`src/rtl/simd_result_collector_pkg.sv`:
```
// Shared constants and types for the SIMD result collector slice.
package simd_pkg;

   localparam int unsigned NUM_PROCC      = 4;
   localparam int unsigned WORDS_PER_VEC  = 2 * NUM_PROCC;
   localparam int unsigned WORD_W_DEFAULT = 32;
   localparam int unsigned IDX_W          = 3;

   typedef enum logic {
      IDLE = 1'b0,
      SEND = 1'b1
   } state_e;

   // Word order inside a streamed vector: result then extra_result, lane by lane.
   typedef enum logic [IDX_W-1:0] {
      IDX_RES_P0 = 3'd0,
      IDX_EXT_P0 = 3'd1,
      IDX_RES_P1 = 3'd2,
      IDX_EXT_P1 = 3'd3,
      IDX_RES_P2 = 3'd4,
      IDX_EXT_P2 = 3'd5,
      IDX_RES_P3 = 3'd6,
      IDX_EXT_P3 = 3'd7
   } out_idx_e;

   localparam logic [IDX_W-1:0] IDX_FIRST = IDX_RES_P0;
   localparam logic [IDX_W-1:0] IDX_LAST  = IDX_EXT_P3;

endpackage

```
`src/rtl/simd_result_collector_if.sv`:
```
// Lane capture inputs, output word stream and status of the result collector.
interface simd_result_collector_if #(
   parameter int unsigned DEPTH  = 4,
   parameter int unsigned WORD_W = 32
);
   localparam int unsigned CNT_W = $clog2(DEPTH) + 1;

   logic              procc_done;
   logic [WORD_W-1:0] res_p0, res_p1, res_p2, res_p3;
   logic [WORD_W-1:0] ext_p0, ext_p1, ext_p2, ext_p3;
   logic [WORD_W-1:0] out_data;
   logic [2:0]        out_index;
   logic              out_valid;
   logic              out_last;
   logic              out_ready;
   logic              full;
   logic [CNT_W-1:0]  count;
   logic              overflow;
   logic              clr_overflow;

   modport master (
      input  procc_done, res_p0, res_p1, res_p2, res_p3,
             ext_p0, ext_p1, ext_p2, ext_p3, out_ready, clr_overflow,
      output out_data, out_index, out_valid, out_last, full, count, overflow
   );

   modport slave (
      output procc_done, res_p0, res_p1, res_p2, res_p3,
             ext_p0, ext_p1, ext_p2, ext_p3, out_ready, clr_overflow,
      input  out_data, out_index, out_valid, out_last, full, count, overflow
   );

endinterface

```
`src/rtl/simd_result_collector_fifo.sv`:
```
// Vector FIFO: DEPTH slots of eight lane words with head/tail pointers and occupancy.
module simd_result_fifo
   import simd_pkg::*;
#(
   parameter int unsigned DEPTH  = 4,
   parameter int unsigned WORD_W = WORD_W_DEFAULT
) (
   input  logic                                      clk,
   input  logic                                      reset,
   input  logic                                      push_i,
   input  logic [WORDS_PER_VEC-1:0][WORD_W-1:0]      push_data_i,
   input  logic                                      pop_i,
   output logic [WORDS_PER_VEC-1:0][WORD_W-1:0]      head_vec_c_o,
   output logic [WORDS_PER_VEC-1:0][WORD_W-1:0]      next_vec_c_o,
   output logic [$clog2(DEPTH):0]                    count_o,
   output logic                                      full_o
);
   localparam int unsigned PTR_W = $clog2(DEPTH);
   localparam int unsigned CNT_W = PTR_W + 1;

   logic [WORDS_PER_VEC-1:0][WORD_W-1:0] mem_q [DEPTH];
   logic [PTR_W-1:0] head_q, tail_q;
   logic [PTR_W-1:0] head_d, tail_d, head_nxt;
   logic [CNT_W-1:0] count_q, count_d;
   logic             full_q, full_d;

   assign head_nxt     = PTR_W'(head_q + 1'b1);
   assign head_vec_c_o = mem_q[head_q];
   assign next_vec_c_o = mem_q[head_nxt];
   assign count_o      = count_q;
   assign full_o       = full_q;

   always_comb begin
      head_d  = head_q;
      tail_d  = tail_q;
      count_d = count_q;
      if (push_i) tail_d = PTR_W'(tail_q + 1'b1);
      if (pop_i)  head_d = head_nxt;
      case ({push_i, pop_i})
         2'b10:   count_d = CNT_W'(count_q + 1'b1);
         2'b01:   count_d = CNT_W'(count_q - 1'b1);
         default: count_d = count_q;
      endcase
      full_d = (count_d == CNT_W'(DEPTH));
   end

   always_ff @(posedge clk or negedge reset) begin
      if (!reset) begin
         head_q  <= '0;
         tail_q  <= '0;
         count_q <= '0;
         full_q  <= 1'b0;
      end else begin
         head_q  <= head_d;
         tail_q  <= tail_d;
         count_q <= count_d;
         full_q  <= full_d;
      end
   end

   // Payload storage carries no reset; occupancy alone says what is live.
   always_ff @(posedge clk) begin
      if (push_i) mem_q[tail_q] <= push_data_i;
   end

endmodule

```
`src/rtl/simd_result_collector.sv`:
```
// Captures completed lane vectors on procc_done rising and streams them word by word.
module simd_result_collector
   import simd_pkg::*;
#(
   parameter int unsigned DEPTH  = 4,
   parameter int unsigned WORD_W = WORD_W_DEFAULT
) (
   input  logic                     clk,
   input  logic                     reset,
   simd_result_collector_if.master  res_if
);
   localparam int unsigned CNT_W = $clog2(DEPTH) + 1;

   logic [WORDS_PER_VEC-1:0][WORD_W-1:0] cap_vec, head_vec, next_vec;
   logic [CNT_W-1:0]  count;
   logic              full;

   state_e            state_q, state_d;
   logic              done_q;
   logic [IDX_W-1:0]  word_ptr_q, word_ptr_d;
   logic [WORD_W-1:0] data_q, data_d;
   logic              valid_q, valid_d;
   logic              last_q, last_d;
   logic              overflow_q, overflow_d;

   logic cap, pop, pop_last, push, drop;

   assign cap_vec = {res_if.ext_p3, res_if.res_p3, res_if.ext_p2, res_if.res_p2,
                     res_if.ext_p1, res_if.res_p1, res_if.ext_p0, res_if.res_p0};

   assign cap      = res_if.procc_done & ~done_q;
   assign pop      = valid_q & res_if.out_ready;
   assign pop_last = pop & (word_ptr_q == IDX_LAST);
   // A full buffer still takes a capture when its head slot frees on the same edge.
   assign push     = cap & (~full | pop_last);
   assign drop     = cap & ~push;

   simd_result_fifo #(
      .DEPTH  (DEPTH),
      .WORD_W (WORD_W)
   ) u_fifo (
      .clk          (clk),
      .reset        (reset),
      .push_i       (push),
      .push_data_i  (cap_vec),
      .pop_i        (pop_last),
      .head_vec_c_o (head_vec),
      .next_vec_c_o (next_vec),
      .count_o      (count),
      .full_o       (full)
   );

   // Next output word is chosen from storage or the capture so out_data stays registered.
   always_comb begin
      state_d    = state_q;
      word_ptr_d = word_ptr_q;
      data_d     = data_q;
      overflow_d = overflow_q;
      case (state_q)
         IDLE: begin
            if (push) begin
               state_d    = SEND;
               word_ptr_d = IDX_FIRST;
               data_d     = cap_vec[IDX_FIRST];
            end
         end
         SEND: begin
            if (pop_last) begin
               word_ptr_d = IDX_FIRST;
               if (count > CNT_W'(1)) begin
                  data_d = next_vec[IDX_FIRST];
               end else if (push) begin
                  data_d = cap_vec[IDX_FIRST];
               end else begin
                  state_d = IDLE;
                  data_d  = '0;
               end
            end else if (pop) begin
               word_ptr_d = IDX_W'(word_ptr_q + 1'b1);
               data_d     = head_vec[word_ptr_d];
            end
         end
         default: begin
            state_d    = IDLE;
            word_ptr_d = IDX_FIRST;
            data_d     = '0;
         end
      endcase
      valid_d = (state_d == SEND);
      last_d  = valid_d & (word_ptr_d == IDX_LAST);
      if (res_if.clr_overflow) overflow_d = 1'b0;
      if (drop)                overflow_d = 1'b1;
   end

   always_ff @(posedge clk or negedge reset) begin
      if (!reset) begin
         state_q    <= IDLE;
         done_q     <= 1'b0;
         word_ptr_q <= '0;
         data_q     <= '0;
         valid_q    <= 1'b0;
         last_q     <= 1'b0;
         overflow_q <= 1'b0;
      end else begin
         state_q    <= state_d;
         done_q     <= res_if.procc_done;
         word_ptr_q <= word_ptr_d;
         data_q     <= data_d;
         valid_q    <= valid_d;
         last_q     <= last_d;
         overflow_q <= overflow_d;
      end
   end

   assign res_if.out_data  = data_q;
   assign res_if.out_index = word_ptr_q;
   assign res_if.out_valid = valid_q;
   assign res_if.out_last  = last_q;
   assign res_if.full      = full;
   assign res_if.count     = count;
   assign res_if.overflow  = overflow_q;

endmodule

```
`src/flat_wrapper.sv`:
```
// flat-port wrapper written by rule: the top's interface ports become plain ports
module simd_result_collector_flat import simd_pkg::*;
#(
   parameter int unsigned DEPTH  = 4,
   parameter int unsigned WORD_W = WORD_W_DEFAULT
)
  (clk, reset, res_if_procc_done, res_if_res_p0, res_if_res_p1, res_if_res_p2, res_if_res_p3, res_if_ext_p0, res_if_ext_p1, res_if_ext_p2, res_if_ext_p3, res_if_out_ready, res_if_clr_overflow, res_if_out_data, res_if_out_index, res_if_out_valid, res_if_out_last, res_if_full, res_if_count, res_if_overflow);
  simd_result_collector_if #(.DEPTH(DEPTH), .WORD_W(WORD_W)) res_if_i ();
  input  logic clk;
  input  logic reset;
  input wire logic [$bits(res_if_i.procc_done)-1:0] res_if_procc_done;
  input wire logic [$bits(res_if_i.res_p0)-1:0] res_if_res_p0;
  input wire logic [$bits(res_if_i.res_p1)-1:0] res_if_res_p1;
  input wire logic [$bits(res_if_i.res_p2)-1:0] res_if_res_p2;
  input wire logic [$bits(res_if_i.res_p3)-1:0] res_if_res_p3;
  input wire logic [$bits(res_if_i.ext_p0)-1:0] res_if_ext_p0;
  input wire logic [$bits(res_if_i.ext_p1)-1:0] res_if_ext_p1;
  input wire logic [$bits(res_if_i.ext_p2)-1:0] res_if_ext_p2;
  input wire logic [$bits(res_if_i.ext_p3)-1:0] res_if_ext_p3;
  input wire logic [$bits(res_if_i.out_ready)-1:0] res_if_out_ready;
  input wire logic [$bits(res_if_i.clr_overflow)-1:0] res_if_clr_overflow;
  output wire logic [$bits(res_if_i.out_data)-1:0] res_if_out_data;
  output wire logic [$bits(res_if_i.out_index)-1:0] res_if_out_index;
  output wire logic [$bits(res_if_i.out_valid)-1:0] res_if_out_valid;
  output wire logic [$bits(res_if_i.out_last)-1:0] res_if_out_last;
  output wire logic [$bits(res_if_i.full)-1:0] res_if_full;
  output wire logic [$bits(res_if_i.count)-1:0] res_if_count;
  output wire logic [$bits(res_if_i.overflow)-1:0] res_if_overflow;
  assign res_if_i.procc_done = res_if_procc_done;
  assign res_if_i.res_p0 = res_if_res_p0;
  assign res_if_i.res_p1 = res_if_res_p1;
  assign res_if_i.res_p2 = res_if_res_p2;
  assign res_if_i.res_p3 = res_if_res_p3;
  assign res_if_i.ext_p0 = res_if_ext_p0;
  assign res_if_i.ext_p1 = res_if_ext_p1;
  assign res_if_i.ext_p2 = res_if_ext_p2;
  assign res_if_i.ext_p3 = res_if_ext_p3;
  assign res_if_i.out_ready = res_if_out_ready;
  assign res_if_i.clr_overflow = res_if_clr_overflow;
  assign res_if_out_data = res_if_i.out_data;
  assign res_if_out_index = res_if_i.out_index;
  assign res_if_out_valid = res_if_i.out_valid;
  assign res_if_out_last = res_if_i.out_last;
  assign res_if_full = res_if_i.full;
  assign res_if_count = res_if_i.count;
  assign res_if_overflow = res_if_i.overflow;
  simd_result_collector #(.DEPTH(DEPTH), .WORD_W(WORD_W)) u_core (.clk(clk), .reset(reset), .res_if(res_if_i));
endmodule
```
`config.mk`:
```
export PLATFORM = sky130hd
export DESIGN_NAME = simd_result_collector_flat
export DESIGN_NICKNAME = d
export VERILOG_FILES = /design/src/rtl/simd_result_collector_pkg.sv /design/src/rtl/simd_result_collector_if.sv /design/src/rtl/simd_result_collector_fifo.sv /design/src/rtl/simd_result_collector.sv /design/src/flat_wrapper.sv
export SDC_FILE = /design/constraint.sdc
export NUM_CORES = 1
export LEC_CHECK = 0
export BUFFER_PORTS_ARGS = -buffer_cell sky130_fd_sc_hd__buf_4
export CORE_ASPECT_RATIO = 1.4
export CORE_MARGIN = 1.5
export CORE_UTILIZATION = 45
export DETAILED_ROUTE_END_ITERATION = 12
export MAX_ROUTING_LAYER = met4
export PLACE_DENSITY = 0.74
export SYNTH_ARGS = -nofsm -noshare
export SYNTH_HDL_FRONTEND = slang
export SYNTH_SLANG_ARGS = --single-unit
```
`constraint.sdc`:
```
create_clock -name clk -period 8.1 [get_ports clk]
set_clock_uncertainty 0.1 [all_clocks]
set_input_delay 1.215 -clock clk [delete_from_list [all_inputs] [get_ports clk]]
set_output_delay 1.215 -clock clk [all_outputs]
set_load 0.01 [all_outputs]
```
[Yosys cells after proc, flatten, opt, wreduce, memory -nomap -nowiden]
Memory sizes are Yosys's and may differ from the RTL's.
Index checks and enable logic that the tools add are counted.
Cells by class
  equality and inequality tests: 7
  magnitude comparators: 2
  bitwise gates (word level): 11
  multiplexer cells: 20
  reduce and logical (&&, ||, !) cells: 2
  add/sub/neg operators: 5
Operators by type and width (number)
  two-way mux 32 bit: 6
  binary-select mux 32 bit (select 3 bit): 1
  one-hot mux 32 bit (2 select lines): 1
  one-hot mux 3 bit (2 select lines): 2
  == test 3 bit (second input constant): 3
  two-way mux 3 bit: 3
  adder 3 x 1 -> 3 bit (second input constant): 2
  AND 1 bit: 6
  two-way mux 1 bit: 6
  adder 2 x 1 -> 2 bit (second input constant): 2
  less-than comparator 3 x 4 -> 1 bit (second input constant): 1
  NOT 1 bit: 4
  greater-than comparator 3 x 1 -> 1 bit (second input constant): 1
  != test 3 bit (second input constant): 1
  subtractor 3 x 1 -> 3 bit (second input constant): 1
  == test 2 x 1 -> 1 bit (second input constant): 1
  == test 2 bit (second input constant): 1
  != test 2 x 1 -> 1 bit (second input constant): 1
  one-hot mux 1 bit (2 select lines): 1
  AND reduction 2 bit: 1
  nonzero test 2 bit: 1
  bitwise OR 1 bit: 1
Storage, ports and cells
  memories: 1
  input bits: 261
  bits in registers: 47
  bits in writable memories: 1024
Memory list
  u_core.u_fifo.mem_q: depth 4, bits a word 256, read ports 2, clocked after Yosys merged registers in 0, wr ports 1, RTL line simd_result_collector_fifo.sv:21  | logic [WORDS_PER_VEC-1:0][WORD_W-1:0] mem_q [DEPTH];

[Depth between registers and ports, before layout]
  depth after elaboration: 9
  gate-level depth with buffers: 13
  mapped depth without buffers: 11

[Modules after synthesis]
From an unflattened synthesis, not the netlist that was laid out.
Unflattened totals
  cells, all modules: 2123
  area total of the unflattened synthesis: 47600.7 um^2
By module, submodules not included
  simd_result_fifo: times used 1, area an instance 43591.8 um^2, cells each 1684, sequential area each 30949.7 um^2
  simd_result_collector: times used 1, area an instance 4008.8 um^2, cells each 439, sequential area each 975.9 um^2

[Worst setup path after synthesis]
Ideal clock, no wire load.
  kind: input -> register
  start point: input res_if_out_ready
  end point: memory u_core.u_fifo.mem_q[0][0] in the netlist's numbering, enable pin
  library setup time: 0.651 ns
  arrival: 7.813 ns
  path buffers: 1
  path slack: -0.464 ns
  stages: 5
  cells stage by stage: and2_0 nand2_1 a21oi_1 buf_2 and2_1
Between the ends
  longest elaborated chain between the ends: 6
RTL lines
  from (decl): RTL line flat_wrapper.sv:20  | input wire logic [$bits(res_if_i.out_ready)-1:0] res_if_out_ready;
  AND 1 bit: RTL line simd_result_collector.sv:32  | assign pop = valid_q & res_if.out_ready;
  AND 1 bit: RTL line simd_result_collector.sv:33  | assign pop_last = pop & (word_ptr_q == IDX_LAST);
  bitwise OR 1 bit: RTL line simd_result_collector.sv:35  | assign push = cap & (~full | pop_last);
  AND 1 bit: RTL line simd_result_collector.sv:35
  via u_core.push: RTL line simd_result_collector.sv:26  | logic cap, pop, pop_last, push, drop;
  two-way mux 1 bit: RTL line simd_result_collector_fifo.sv:63  | if (push_i) mem_q[tail_q] <= push_data_i;
  two-way mux 1 bit (not written as such): RTL line simd_result_collector_fifo.sv:63
  to (decl): RTL line simd_result_collector_fifo.sv:21
The timed path passes the listed nets, and every way through them passes these cells.

[Worst setup path in the final report]
  start point: register u_core.word_ptr_q[0], in the netlist u_core.res_if.out_index[0]
  end point: memory u_core.u_fifo.mem_q[0][144] in the netlist's numbering, enable pin
Between the ends
  longest elaborated chain between the ends: 6
RTL lines
  from (decl): RTL line simd_result_collector.sv:20  | logic [IDX_W-1:0] word_ptr_q, word_ptr_d;
  from (signal assigned): RTL line simd_result_collector.sv:107  | word_ptr_q <= word_ptr_d;
  == test 3 bit: RTL line simd_result_collector.sv:33
  AND 1 bit: RTL line simd_result_collector.sv:33
  bitwise OR 1 bit: RTL line simd_result_collector.sv:35
  AND 1 bit: RTL line simd_result_collector.sv:35
  two-way mux 1 bit: RTL line simd_result_collector_fifo.sv:63
  two-way mux 1 bit (not written as such): RTL line simd_result_collector_fifo.sv:63
No other way between the ends.

==> impl_metrics.tcl <==
set metrics [dict create \
    outcome "finished, final reports clean" \
    end_kind "register" \
    wl_per_cell_um 29.2 \
    yosysUniqueCellTypes 61 \
    gp_congestion 0.884 \
    p_seq_frac 0.407 \
    vias_per_cell 6.01 \
    grt_usage 0.238 \
    cp_data_arrival_time_ps 4240 \
    netlist_area_um2 42600 \
    worst_ir_drop_vdd_mv 0.247 \
    area_growth_pct 15.3 \
    antenna_found_initial 25 \
    net-switching-power_w 0.00595 \
    p_leak_nw 16.1 \
    worst_path_dominant_cell_family "buffers and inverters" \
    p_total_w 0.0175 \
    cts_buffers 99 \
    min_path_type "register to register" \
    grt_pass1_wl_mm 162 \
    io_buffer_count 302 \
    ys_ff_latch 1071 \
    cts_root_buffer "clkbuf_16" \
    fin_crit_sh 0.502 \
    rows 133 \
    ff2ff_path_depth 8 \
    cp_cell_sequence "buf_4 -> ha_2 -> ha_2 -> nand2_1 -> a21oi_1 -> buf_4 -> and2_4 -> buf_4" \
    clk_latency_ps 680 \
    postRouteAntennaNets 0 \
    cp.buffers_inverters 3 \
    fmax_mhz 246 \
    slowest_delay_ps 880 \
    power.share.combinational 0.329 \
    grt_max_degree 158 \
    max-cap-violations 0 \
    post-route-min-period_ps 4070 \
    slew_headroom 0.163 \
    cts_tree "built" \
    die_area_um2 96400 \
    core_um2 93900 \
    drv_slew 0 \
    drive_gt1_frac 0.246 \
    syn_avg_cell_area_um2 18.8 \
    holdBufCountCts 0 \
    cp-start-kind "register" \
    vias 23300 \
    post_cts_buffers 0 \
    cts-htree-levels 3 \
    dr.first_iter.drc_count 2574 \
    p_int_w 0.0115 \
    synth_enable_flop_cells 1024 \
    required_ps 8270 \
    final_cell_mix "edfxtp_1, buf_4, mux2i_1" \
    grt_remaining_overflow 0 \
    r2r_start "u_core.res_if.out_index[0]" \
    setup_violations 0 \
    start_util 0.453 \
    place_ws_ps 3670 \
    layout_setup_ws_ps 4030 \
    reg2reg_slack_ps 4030 \
    cpMaxStageDelayCell "buf_4" \
    pwr_density_cell_nw_per_um2 356 \
    setup_tns_ps 0 \
    post-route-util 0.523 \
    post_cts_resized 0 \
    cts.sinks 1071 \
    fillCellCount 7355 \
    final_cells 3880 \
    hp-start "u_core.res_if.overflow" \
    path_max_fanout 64 \
    placed_cells 3673 \
    crit_top_cell "buf_4" \
    post-route-drc-count 0 \
    fin_nets 2832 \
    hold_depth 2 \
    final_common_cell "edfxtp_1" \
    pwr-share-clk 0.264 \
    dpl.hpwl_mm 71.6 \
    rsz0062_at_grt "no" \
    dr.pass1.iters 6 \
    hold_end "u_core.res_if.overflow" \
    num_io_pins 303 \
    grt_pass1_vias 23700 \
    syn_inst 2264 \
    hold_violations 0 \
    dieHeight_um 367 \
    yosys_most_used_dff "edfxtp_1" \
    tightest_slew_ps 1260 \
    worstReg2RegEnd "u_core.u_fifo.mem_q[0][144]" \
    criticalPathCategory "register to register" \
    sw_frac_of_total 0.341 \
    cts_buffer_depth 3 \
    synthArstFlopShare 0.0439 \
    synth_nets 2537 \
    dieWidth_um 263 \
    clk_pin_slew_ps 60 \
    routed_wl_mm 113 \
    yosysWarnings 0 \
    synth.yosys.seq_area_share 0.750 \
]
-- layout make-up --
class,instances,area [µm²],share of cell area
clock buffer,126,2640,0.0538
multi-input combinational,1039,9670,0.197
timing repair buffer,335,2620,0.0533
clock inverter,57,566,0.0115
sequential,1071,31900,0.651
tap,1215,1520,0.0310
antenna,24,60.1,0.00122
inverter,13,48.8,0.000995
-- metal layers --
metal  global-route usage  vias to the layer above  wire length [µm]  share of wire
met5                    -                        -                 0              0
met3               0.0544                      232             10200          0.090
met1                0.270                    11900             39000           0.34
met4                0.123                        0              5360          0.047
met2                0.395                     1282             58700           0.52
li1                     -                     9926                 -              -
-- tightest hold or removal path, stage by stage, from the launching register on --
cell and delay (ps):
dfrtp_1 380, inv_1 60, o22ai_1 60
-- logic make-up (layout without fill, tap and decap cells) --
group                      Yosys count  after routing  synth area share
AOI/OAI and AO/OA                  426            426            0.0687
xor gates and xnor gates             3              3          0.000618
adders and majority gates           12             12           0.00353
buffers and inverters              154            531            0.0247
DFF                               1071           1071             0.750
muxes                              447            447             0.134
other                                0             24                 0
and+or+nand+nor                    151            151            0.0186
-- Yosys cell counts, drive strengths merged, types with 3 or more instances --
cell / count / share of area
nor4: 7 / 0.0010
buf: 103 / 0.020
a2111oi: 8 / 0.0016
mux4: 91 / 0.048
nand2: 38 / 0.0034
mux2i: 301 / 0.071
xnor2: 3 / 0.00062
and2b: 3 / 0.00053
and3: 3 / 0.00044
o22ai: 64 / 0.0094
o21a: 7 / 0.0012
o31ai: 9 / 0.0016
edfxtp: 1024 / 0.72
a211oi: 9 / 0.0016
ha: 12 / 0.0035
nand2b: 3 / 0.00044
and3b: 3 / 0.00062
mux2: 55 / 0.015
inv: 12 / 0.0011
o21ai: 33 / 0.0039
nor2: 15 / 0.0014
nor2b: 9 / 0.0013
a21oi: 88 / 0.011
clkbuf: 38 / 0.0034
a22o: 23 / 0.0047
dfrtp: 47 / 0.028
and2: 6 / 0.00088
a22oi: 141 / 0.025
nand3: 49 / 0.0058
a221oi: 31 / 0.0064
-- state kept, by name (all words and copies together) (netlist names), 2 cells and up --
signal / flops
u_core.res_if.out_index: 3
u_core.u_fifo.mem_q: 1024
u_core.res_if.out_data: 32
u_core.u_fifo.tail_q: 2
u_core.u_fifo.count_o: 3
u_core.u_fifo.head_q: 2
-- power groups by stage --
stage	Clock, W	Combinational [W]	Sequential, W
after floorplan	0	0.00389	0.00710
after global placement	0	0.00559	0.00717
after detailed placement	0	0.00569	0.00722
after CTS	0.00467	0.00572	0.00711
after global routing	0.00487	0.00601	0.00716
final	0.00462	0.00575	0.00711
-- worst max path at each step --
stage | start | to | slack (ps) | cells past startpoint
5_1_grt | u_core.res_if.out_index[0] | u_core.u_fifo.mem_q[0][149] | 3820 | 8
2_1_floorplan | res_if_out_ready | u_core.u_fifo.mem_q[0][0] | 2440 | 5
6_report | u_core.res_if.out_index[0] | u_core.u_fifo.mem_q[0][144] | 4030 | 8
3_5_place_dp | res_if_out_ready | u_core.u_fifo.mem_q[0][141] | 3670 | 7
3_3_place_gp | res_if_out_ready | u_core.u_fifo.mem_q[0][141] | 3780 | 7
4_1_cts | u_core.res_if.out_index[0] | u_core.u_fifo.mem_q[0][149] | 4000 | 8
-- metrics by stage --
stage | instance area, µm² | hold slack, ps
6_report | 49000 | 445
3_3_place_gp | 45800 | 431
4_1_cts | 49000 | 449
2_1_floorplan | 42600 | 458
3_5_place_dp | 45800 | 439
5_1_grt | 49000 | 484
(Power assumes the default switching activity.)
